[src/rtl/encoder_decoder_neuron_acc.sv]
// Neuron accumulator: sums N_INPUTS signed products, adds a bias, applies ReLU,
// rescales by an arithmetic right shift and clips to an unsigned activation.
// Valid/ready on both sides; one bubble cycle per neuron while the result drains.
module encoder_decoder_neuron_acc #(
  parameter int PROD_W   = 23,
  parameter int ACC_W    = 32,
  parameter int N_INPUTS = 16,
  parameter int BIAS_W   = 16,
  parameter int SHIFT    = 8,
  parameter int OUT_W    = 13
) (
  input  logic                             ap_clk,
  input  logic                             ap_rst_n,
  input  logic signed [PROD_W-1:0]         prod_data,
  input  logic                             prod_valid,
  output logic                             prod_ready,
  input  logic signed [BIAS_W-1:0]         bias,
  output logic        [OUT_W-1:0]          act_data,
  output logic                             act_valid,
  input  logic                             act_ready,
  output logic                             sat_pulse,
  output logic [$clog2(N_INPUTS+1)-1:0]    cnt
);

  localparam int                      CNT_W   = $clog2(N_INPUTS + 1);
  localparam logic [CNT_W-1:0]        LAST    = CNT_W'(N_INPUTS - 1);
  localparam logic signed [ACC_W-1:0] OUT_MAX = ACC_W'((1 << OUT_W) - 1);

  // The accumulator must hold N_INPUTS full-scale products plus the bias without wrapping.
  if (ACC_W < PROD_W + $clog2(N_INPUTS) + 1) begin : g_acc_w_chk
    $error("ACC_W too narrow for PROD_W and N_INPUTS");
  end
  if (N_INPUTS < 1) begin : g_n_chk
    $error("N_INPUTS must be at least 1");
  end

  typedef enum logic {S_ACC, S_OUT} state_t;

  state_t                    state_q, state_d;
  logic signed [ACC_W-1:0]   acc_q, acc_d;
  logic        [CNT_W-1:0]   cnt_q, cnt_d;
  logic        [OUT_W-1:0]   data_q, data_d;
  logic                      vld_q, vld_d;
  logic                      sat_q, sat_d;
  logic signed [ACC_W-1:0]   sum;
  logic        [OUT_W:0]     res;

  function automatic logic signed [ACC_W-1:0] sext_prod(input logic signed [PROD_W-1:0] p);
    return {{(ACC_W-PROD_W){p[PROD_W-1]}}, p};
  endfunction

  function automatic logic signed [ACC_W-1:0] sext_bias(input logic signed [BIAS_W-1:0] b);
    return {{(ACC_W-BIAS_W){b[BIAS_W-1]}}, b};
  endfunction

  // Returns {upper_clip, activation}; negative values clip to zero without flagging saturation.
  function automatic logic [OUT_W:0] relu_sat(input logic signed [ACC_W-1:0] s);
    logic signed [ACC_W-1:0] sh;
    sh = s >>> SHIFT;
    if (sh < 0)            return '0;
    else if (sh > OUT_MAX) return {1'b1, {OUT_W{1'b1}}};
    else                   return {1'b0, sh[OUT_W-1:0]};
  endfunction

  // Next-state logic: accumulate in S_ACC, finalize on the last product, hold the result in S_OUT.
  always_comb begin
    state_d = state_q;
    acc_d   = acc_q;
    cnt_d   = cnt_q;
    data_d  = data_q;
    vld_d   = vld_q;
    sat_d   = 1'b0;
    sum     = acc_q + sext_prod(prod_data) + sext_bias(bias);
    res     = relu_sat(sum);
    case (state_q)
      S_ACC: begin
        if (prod_valid) begin
          if (cnt_q == LAST) begin
            data_d  = res[OUT_W-1:0];
            sat_d   = res[OUT_W];
            vld_d   = 1'b1;
            acc_d   = '0;
            cnt_d   = '0;
            state_d = S_OUT;
          end else begin
            acc_d = acc_q + sext_prod(prod_data);
            cnt_d = cnt_q + CNT_W'(1);
          end
        end
      end
      S_OUT: begin
        if (act_ready) begin
          vld_d   = 1'b0;
          state_d = S_ACC;
        end
      end
      default: state_d = S_ACC;
    endcase
  end

  // State and datapath registers; reset discards any partial sum or pending result.
  always_ff @(posedge ap_clk or negedge ap_rst_n) begin
    if (!ap_rst_n) begin
      state_q <= S_ACC;
      acc_q   <= '0;
      cnt_q   <= '0;
      data_q  <= '0;
      vld_q   <= 1'b0;
      sat_q   <= 1'b0;
    end else begin
      state_q <= state_d;
      acc_q   <= acc_d;
      cnt_q   <= cnt_d;
      data_q  <= data_d;
      vld_q   <= vld_d;
      sat_q   <= sat_d;
    end
  end

  assign prod_ready = (state_q == S_ACC);
  assign act_data   = data_q;
  assign act_valid  = vld_q;
  assign sat_pulse  = sat_q;
  assign cnt        = cnt_q;

endmodule

[config.mk]
export PLATFORM = sky130hd
export DESIGN_NAME = encoder_decoder_neuron_acc
export DESIGN_NICKNAME = d
export VERILOG_FILES = /design/src/rtl/encoder_decoder_neuron_acc.sv
export SDC_FILE = /design/constraint.sdc
export NUM_CORES = 1
export LEC_CHECK = 0
export ABC_CLOCK_PERIOD_IN_PS = 14850
export CAP_MARGIN = 20
export CORE_ASPECT_RATIO = 0.9
export CORE_MARGIN = 1.5
export CORE_UTILIZATION = 60
export CTS_CLUSTER_SIZE = 10
export DETAILED_ROUTE_END_ITERATION = 6
export PLACE_DENSITY = 0.81
export SLEW_MARGIN = 15
export SYNTH_ARGS = -nofsm -noshare
export SYNTH_HDL_FRONTEND = slang
export SYNTH_SLANG_ARGS = --single-unit
export TNS_END_PERCENT = 30
[constraint.sdc]
create_clock -name ap_clk -period 14.85 [get_ports ap_clk]
set_clock_uncertainty 0.2 [all_clocks]
set_input_delay 2.97 -clock ap_clk [delete_from_list [all_inputs] [get_ports ap_clk]]
set_output_delay 2.97 -clock ap_clk [all_outputs]
set_load 0.01 [all_outputs]
# Yosys cells after proc, flatten, opt, wreduce, memory -nomap -nowiden
# Cells that the tools add are included.
[op_classes]
bitwise_logic = 1
eq_ne = 4
magnitude_cmp = 2
mux = 15
n_reduce_logical = 3
n_addsub = 3
[ops]
columns = ["operator", "n"]
rows = [
  ["adder 32 x 16 -> 32 bit", 1],
  ["adder 32 x 23 -> 32 bit", 1],
  ["two-way mux 32 bit", 1],
  ["two-way mux 14 bit", 2],
  ["> comparator 24 x 14 -> 1 bit (second input constant)", 1],
  ["less-than comparator 24 x 1 -> 1 bit (second input constant)", 1],
  ["two-way mux 1 bit", 9],
  ["AND reduction 3 bit", 2],
  ["adder 5 x 1 -> 5 bit (second input constant)", 1],
  ["equality test 5 x 4 -> 1 bit (second input constant)", 1],
  ["two-way mux 5 bit", 1],
  ["!= test 2 bit (second input constant)", 2],
  ["one-hot mux 1 bit (2 select lines)", 2],
  ["!= test 2 x 1 -> 1 bit (second input constant)", 1],
  ["AND reduction 2 bit", 1],
  ["inverter 1 bit", 1],
]
[word_totals]
register_bits = 53
input_bits = 43
output_inout_bits = 21

# Depth between registers and ports, before layout
[depth]
word_depth = 8
mapped_depth = 23
mapped_depth_nobuf = 21

# Least setup slack after synthesis
# No wires, ideal clock.
[synth_path]
path_type = "input to register"
start = "input prod_data[0]"
end = "register data_q[2], in the netlist act_data[2]"
cell_stages = 22
path_buffers = 1
required_ns = 14.510
arrival_ns = 7.424
slack_ns = 7.085
cell_sequence = "ha_1 -> inv_1 -> fa_1 -> nor2b_1 -> o31a_1 -> o31ai_1 -> o21ai_1 -> a32oi_1 -> nand2b_1 -> a21boi_1 -> xnor2_1 -> ha_1 -> a21o_1 -> a221o_1 -> a221o_1 -> nand2_1 -> nand4_1 -> a2111oi_4 -> o2111ai_1 -> nor4_4 -> buf_6 -> a22oi_2"
[synth_via]
elab_chain_cells = 5
elab_cells_between_ends = 6
cone_classes = "add/sub: 2; order compare: 2; mux: 2"
[synth_rtl]
columns = ["item", "line_no", "source"]
rows = [
  ["start: declaration", "14", "input logic signed [PROD_W-1:0] prod_data,"],
  ["adder 32 x 23 -> 32 bit (*)", "73", "sum = acc_q + sext_prod(prod_data) + sext_bias(bias);"],
  ["adder 32 x 16 -> 32 bit (*)", "73", ""],
  ["> comparator 24 x 14 -> 1 bit", "61", "else if (sh > OUT_MAX) return {1'b1, {OUT_W{1'b1}}};"],
  ["two-way mux 14 bit", "61", ""],
  ["two-way mux 14 bit (*)", "60", "if (sh < 0) return '0;"],
  ["end signal: assignment", "114", "data_q <= data_d;"],
  ["end: declaration", "42", "logic [OUT_W-1:0] data_q, data_d;"],
]
# Every way passes the cells marked *; elsewhere a longest branch is shown, timed or not.
# A chain may end at the register's enable or synchronous reset.

# Final worst setup path
[layout_path]
start = "input prod_data[22]"
end = "register data_q[10], in the netlist act_data[10]"
# Same word-level chain as after synthesis.

==> run summary <==
- number of hold-slack violations in the final timing report: 0
- floorplan die width: 101 microns
- antenna violations before repair: 0
- critical path data required time: 14,810 ps
- setup_tns: 0 ps
- type of the setup path with the least slack: primary input to flop
- synth warn: 0
- count of cells resized by post-cts repair: 0
- global router's overall resource usage: 29.7%
- cell area after synthesis: 5230 sq um
- number of sinks driven by the clock tree: 53
- fraction of layout instances using a drive strength above 1: 5.83%
- flip-flop and latch area: 1330 sq um
- Clock H-tree levels: 2
- maximum single-stage delay on the critical path: 840 ps
- Buffers & Inverters on Critical Path: 1
- footprint of the multi-input gates: 3750 sq um
- number of iterations in the first detailed-routing pass: 5
- Worst path top cell family by delay: compound AO/OA/AOI/OAI gates
- leading area contributor after synthesis: dfrtp_1
- actual transition at the worst max-transition pin: 951 ps
- Routed WL: 13,500 microns
- element type at the critical path end: flop
- top area cells in the synthesized netlist: dfrtp_1, ha_1, a21oi_1
- sequential cell area fraction in the yosys report: 25.4%
- Boundary Pins: 64
- worst min-delay path category: flop to flop
- number of buffers inserted during clock tree synthesis: 5
- Initial Util: 61.3%
- Die Span Y: 91.6 microns
- clock tree from TritonCTS: built
- Max-cap violations: 0
- final estimated routing congestion in global placement: 0.905
- crit start category: primary input
- DRT antenna net count: 0
- CTS clk-pin slew, worst paths: 100 ps
- worst-path fanout max: 14
- DR vias/cell: 6.28
- vias in the first global route: 4,689
- maximum clock path buffer count: 2
- final worst-path cycle share: 60.9%
- vias: 4,947
- arrival time of the worst setup path: 9010 ps
- list of cells traversed by the critical path: clkdlybuf4s50_1 > ha_1 > a21o_1 > a21oi_1 > a21boi_0 > o21a_1 > and2_1 > or3_1 > a41o_1 > xor2_1 > ha_1 > nor2b_1 > a222oi_1 > o21ai_0 > a21oi_1 > nand4_1 > a2111oi_4 > o2111ai_1 > nor4_4 > a32oi_1
- status: finished, final reports clean
- Post CTS Setup Buffer Count: 0
- net count of the mapped netlist: 715
- number of setup violations in the final report: 0
- initial DRC count: 289
- global route overflow: 0
- floorplan core area: 8530 sq um
- total DRC errors in the routed layout: 0
- clock period minus worst slack: 9050 ps
- max-slew violation total from the final report: 0
- dominant synthesized flop cell: dfrtp_1
- count of unique library cells instantiated by Yosys: 72
- headroom to the max-slew limit: 36.5%
- number of antenna cells inserted: 0
- unrepaired setup endpoints after global routing: no
- routed wire length per instance: 17.1 microns
- filler cell count in the final layout: 697
- commonest non-fill, non-tap cell in the layout: ha_1
- gate count of the mapped netlist: 608
- first-pass GRT wire length: 22,200 microns
- Synth top area share: 25.4%
- critical path's slowest cell: nor4_4
- clock root buffer master: clkbuf_8
- cts-stage hold buffer count: 0
- number of storage elements in the synthesis netlist: 53
- maximum number of pins on one net before global-route repair: 54
- clock latency of the later-clocked register in the worst-skew pair: 320 ps
- maximum achievable frequency: 0.111 GHz
- standard-cell rows: 32
- final HPWL from detailed placement: 10,400 microns
- IO Port Bufs: 63
- mean instance size in the synthesized netlist: 8.60 sq um
- asr flop ratio synth: 100%
- relative area change from synthesis to final layout: 15.9%
- Post-synth EDFFs: 0
- leading cell types in the layout, fill and taps excluded: ha_1, clkdlybuf4s50_1, a21oi_1
- die area: 9280 sq um
- number of nets at the end of the flow: 775
cell usage after synthesis, drive strengths merged, types with 4 or more instances:
cell,count
a22o,24
xnor2,31
a22oi,12
o31ai,7
o21bai,6
a211oi,6
a211o,6
a21oi,58
o211ai,6
nand2,56
a21boi,5
inv,21
nor2b,13
o21ai,31
xor2,10
ha,63
and2,7
nor3,10
nor2,39
or3,4
nand4,7
nand2b,5
o21a,12
a31oi,6
a221o,4
mux2i,4
clkbuf,12
a31o,4
and3,6
a21o,16
or2,4
dfrtp,53
nand3,20
stage by stage:
step / area, sq um / worst slack (ps) / util [%] / hold WS (ps) / cells
after floorplan: 5230 / 7090 / - / 243 / 608
after global placement: 5970 / 5660 / 70.0 / 256 / 780
after detailed placement: 5970 / 5540 / 70.0 / 266 / 780
after CTS: 6060 / 5860 / 71.0 / 288 / 788
after global routing: 6060 / 5420 / 71.0 / 321 / 788
final: 6060 / 5800 / 71.0 / 283 / 788
layer usage:
layer / track usage [%] / up-vias / share of wire (%)
met5: 0 / - / 0
met4: 5.09 / 0 / 1.1
met3: 3.70 / 18 / 4.6
met2: 47.9 / 136 / 46
met1: 43.0 / 2380 / 48
li1: - / 2413 / -
sequential cells by signal, summed over array words and instances (netlist names):
signal     count
sat_pulse      1
act_data      13
act_valid      1
acc_q         32
state_q        1
cnt            5
cell families (layout without fill, tap and decap cells):
logic type	count (synthesis)	after routing	synth area share, %
flip-flops	53	53	25.4
AND/OR/NAND/NOR	185	185	17.7
XOR/XNOR	41	41	6.87
adder cells (fa/ha/maj)	64	64	15.5
AO/OA/AOI/OAI	224	224	30.8
multiplexers	5	5	0.981
buffers and inverters	36	97	2.82
cell type report:
cell class,count,share of cell area (%)
Tap cell,119,2.46
Sequential cell,53,21.9
Clock buffer,6,1.20
Clock inverter,2,0.248
Timing Repair Buffer,68,10.9
Inverter,21,1.30
Multi-Input combinational cell,519,62.0
worst paths after layout:
path,startpoint,endpoint,slack [ps],cells after the start
min in group asynchronous,ap_rst_n,act_data[2]$_DFFE_PN0P_,2570,2
worst max-delay path,prod_data[22],act_data[10]$_DFFE_PN0P_,5800,20
worst max register to register,acc_q[0]$_DFFE_PN0P_,act_data[10]$_DFFE_PN0P_,8510,21
max in group asynchronous,ap_rst_n,acc_q[12]$_DFFE_PN0P_,11380,2
worst min-delay path,acc_q[2]$_DFFE_PN0P_,acc_q[2]$_DFFE_PN0P_,280,2
worst min register to register,acc_q[2]$_DFFE_PN0P_,acc_q[2]$_DFFE_PN0P_,280,2
worst reg2reg max path, stage by stage, from the launching register on:
cell	delay [ps]
dfrtp_1	390
ha_1	200
inv_1	70
fa_1	210
nor2b_1	70
o31a_1	270
o31ai_1	510
o21ai_1	230
a32oi_1	320
a31oi_1	220
a211oi_1	310
xnor2_1	190
ha_1	440
o21ai_0	170
a222oi_1	260
o21ai_0	140
a21oi_1	180
nand4_1	180
a2111oi_4	360
o2111ai_1	220
nor4_4	840
a32oi_1	200
Power is left out: the tool's default activity adds up to more than one toggle a clock period on the data nets, which glitch-free logic cannot reach.
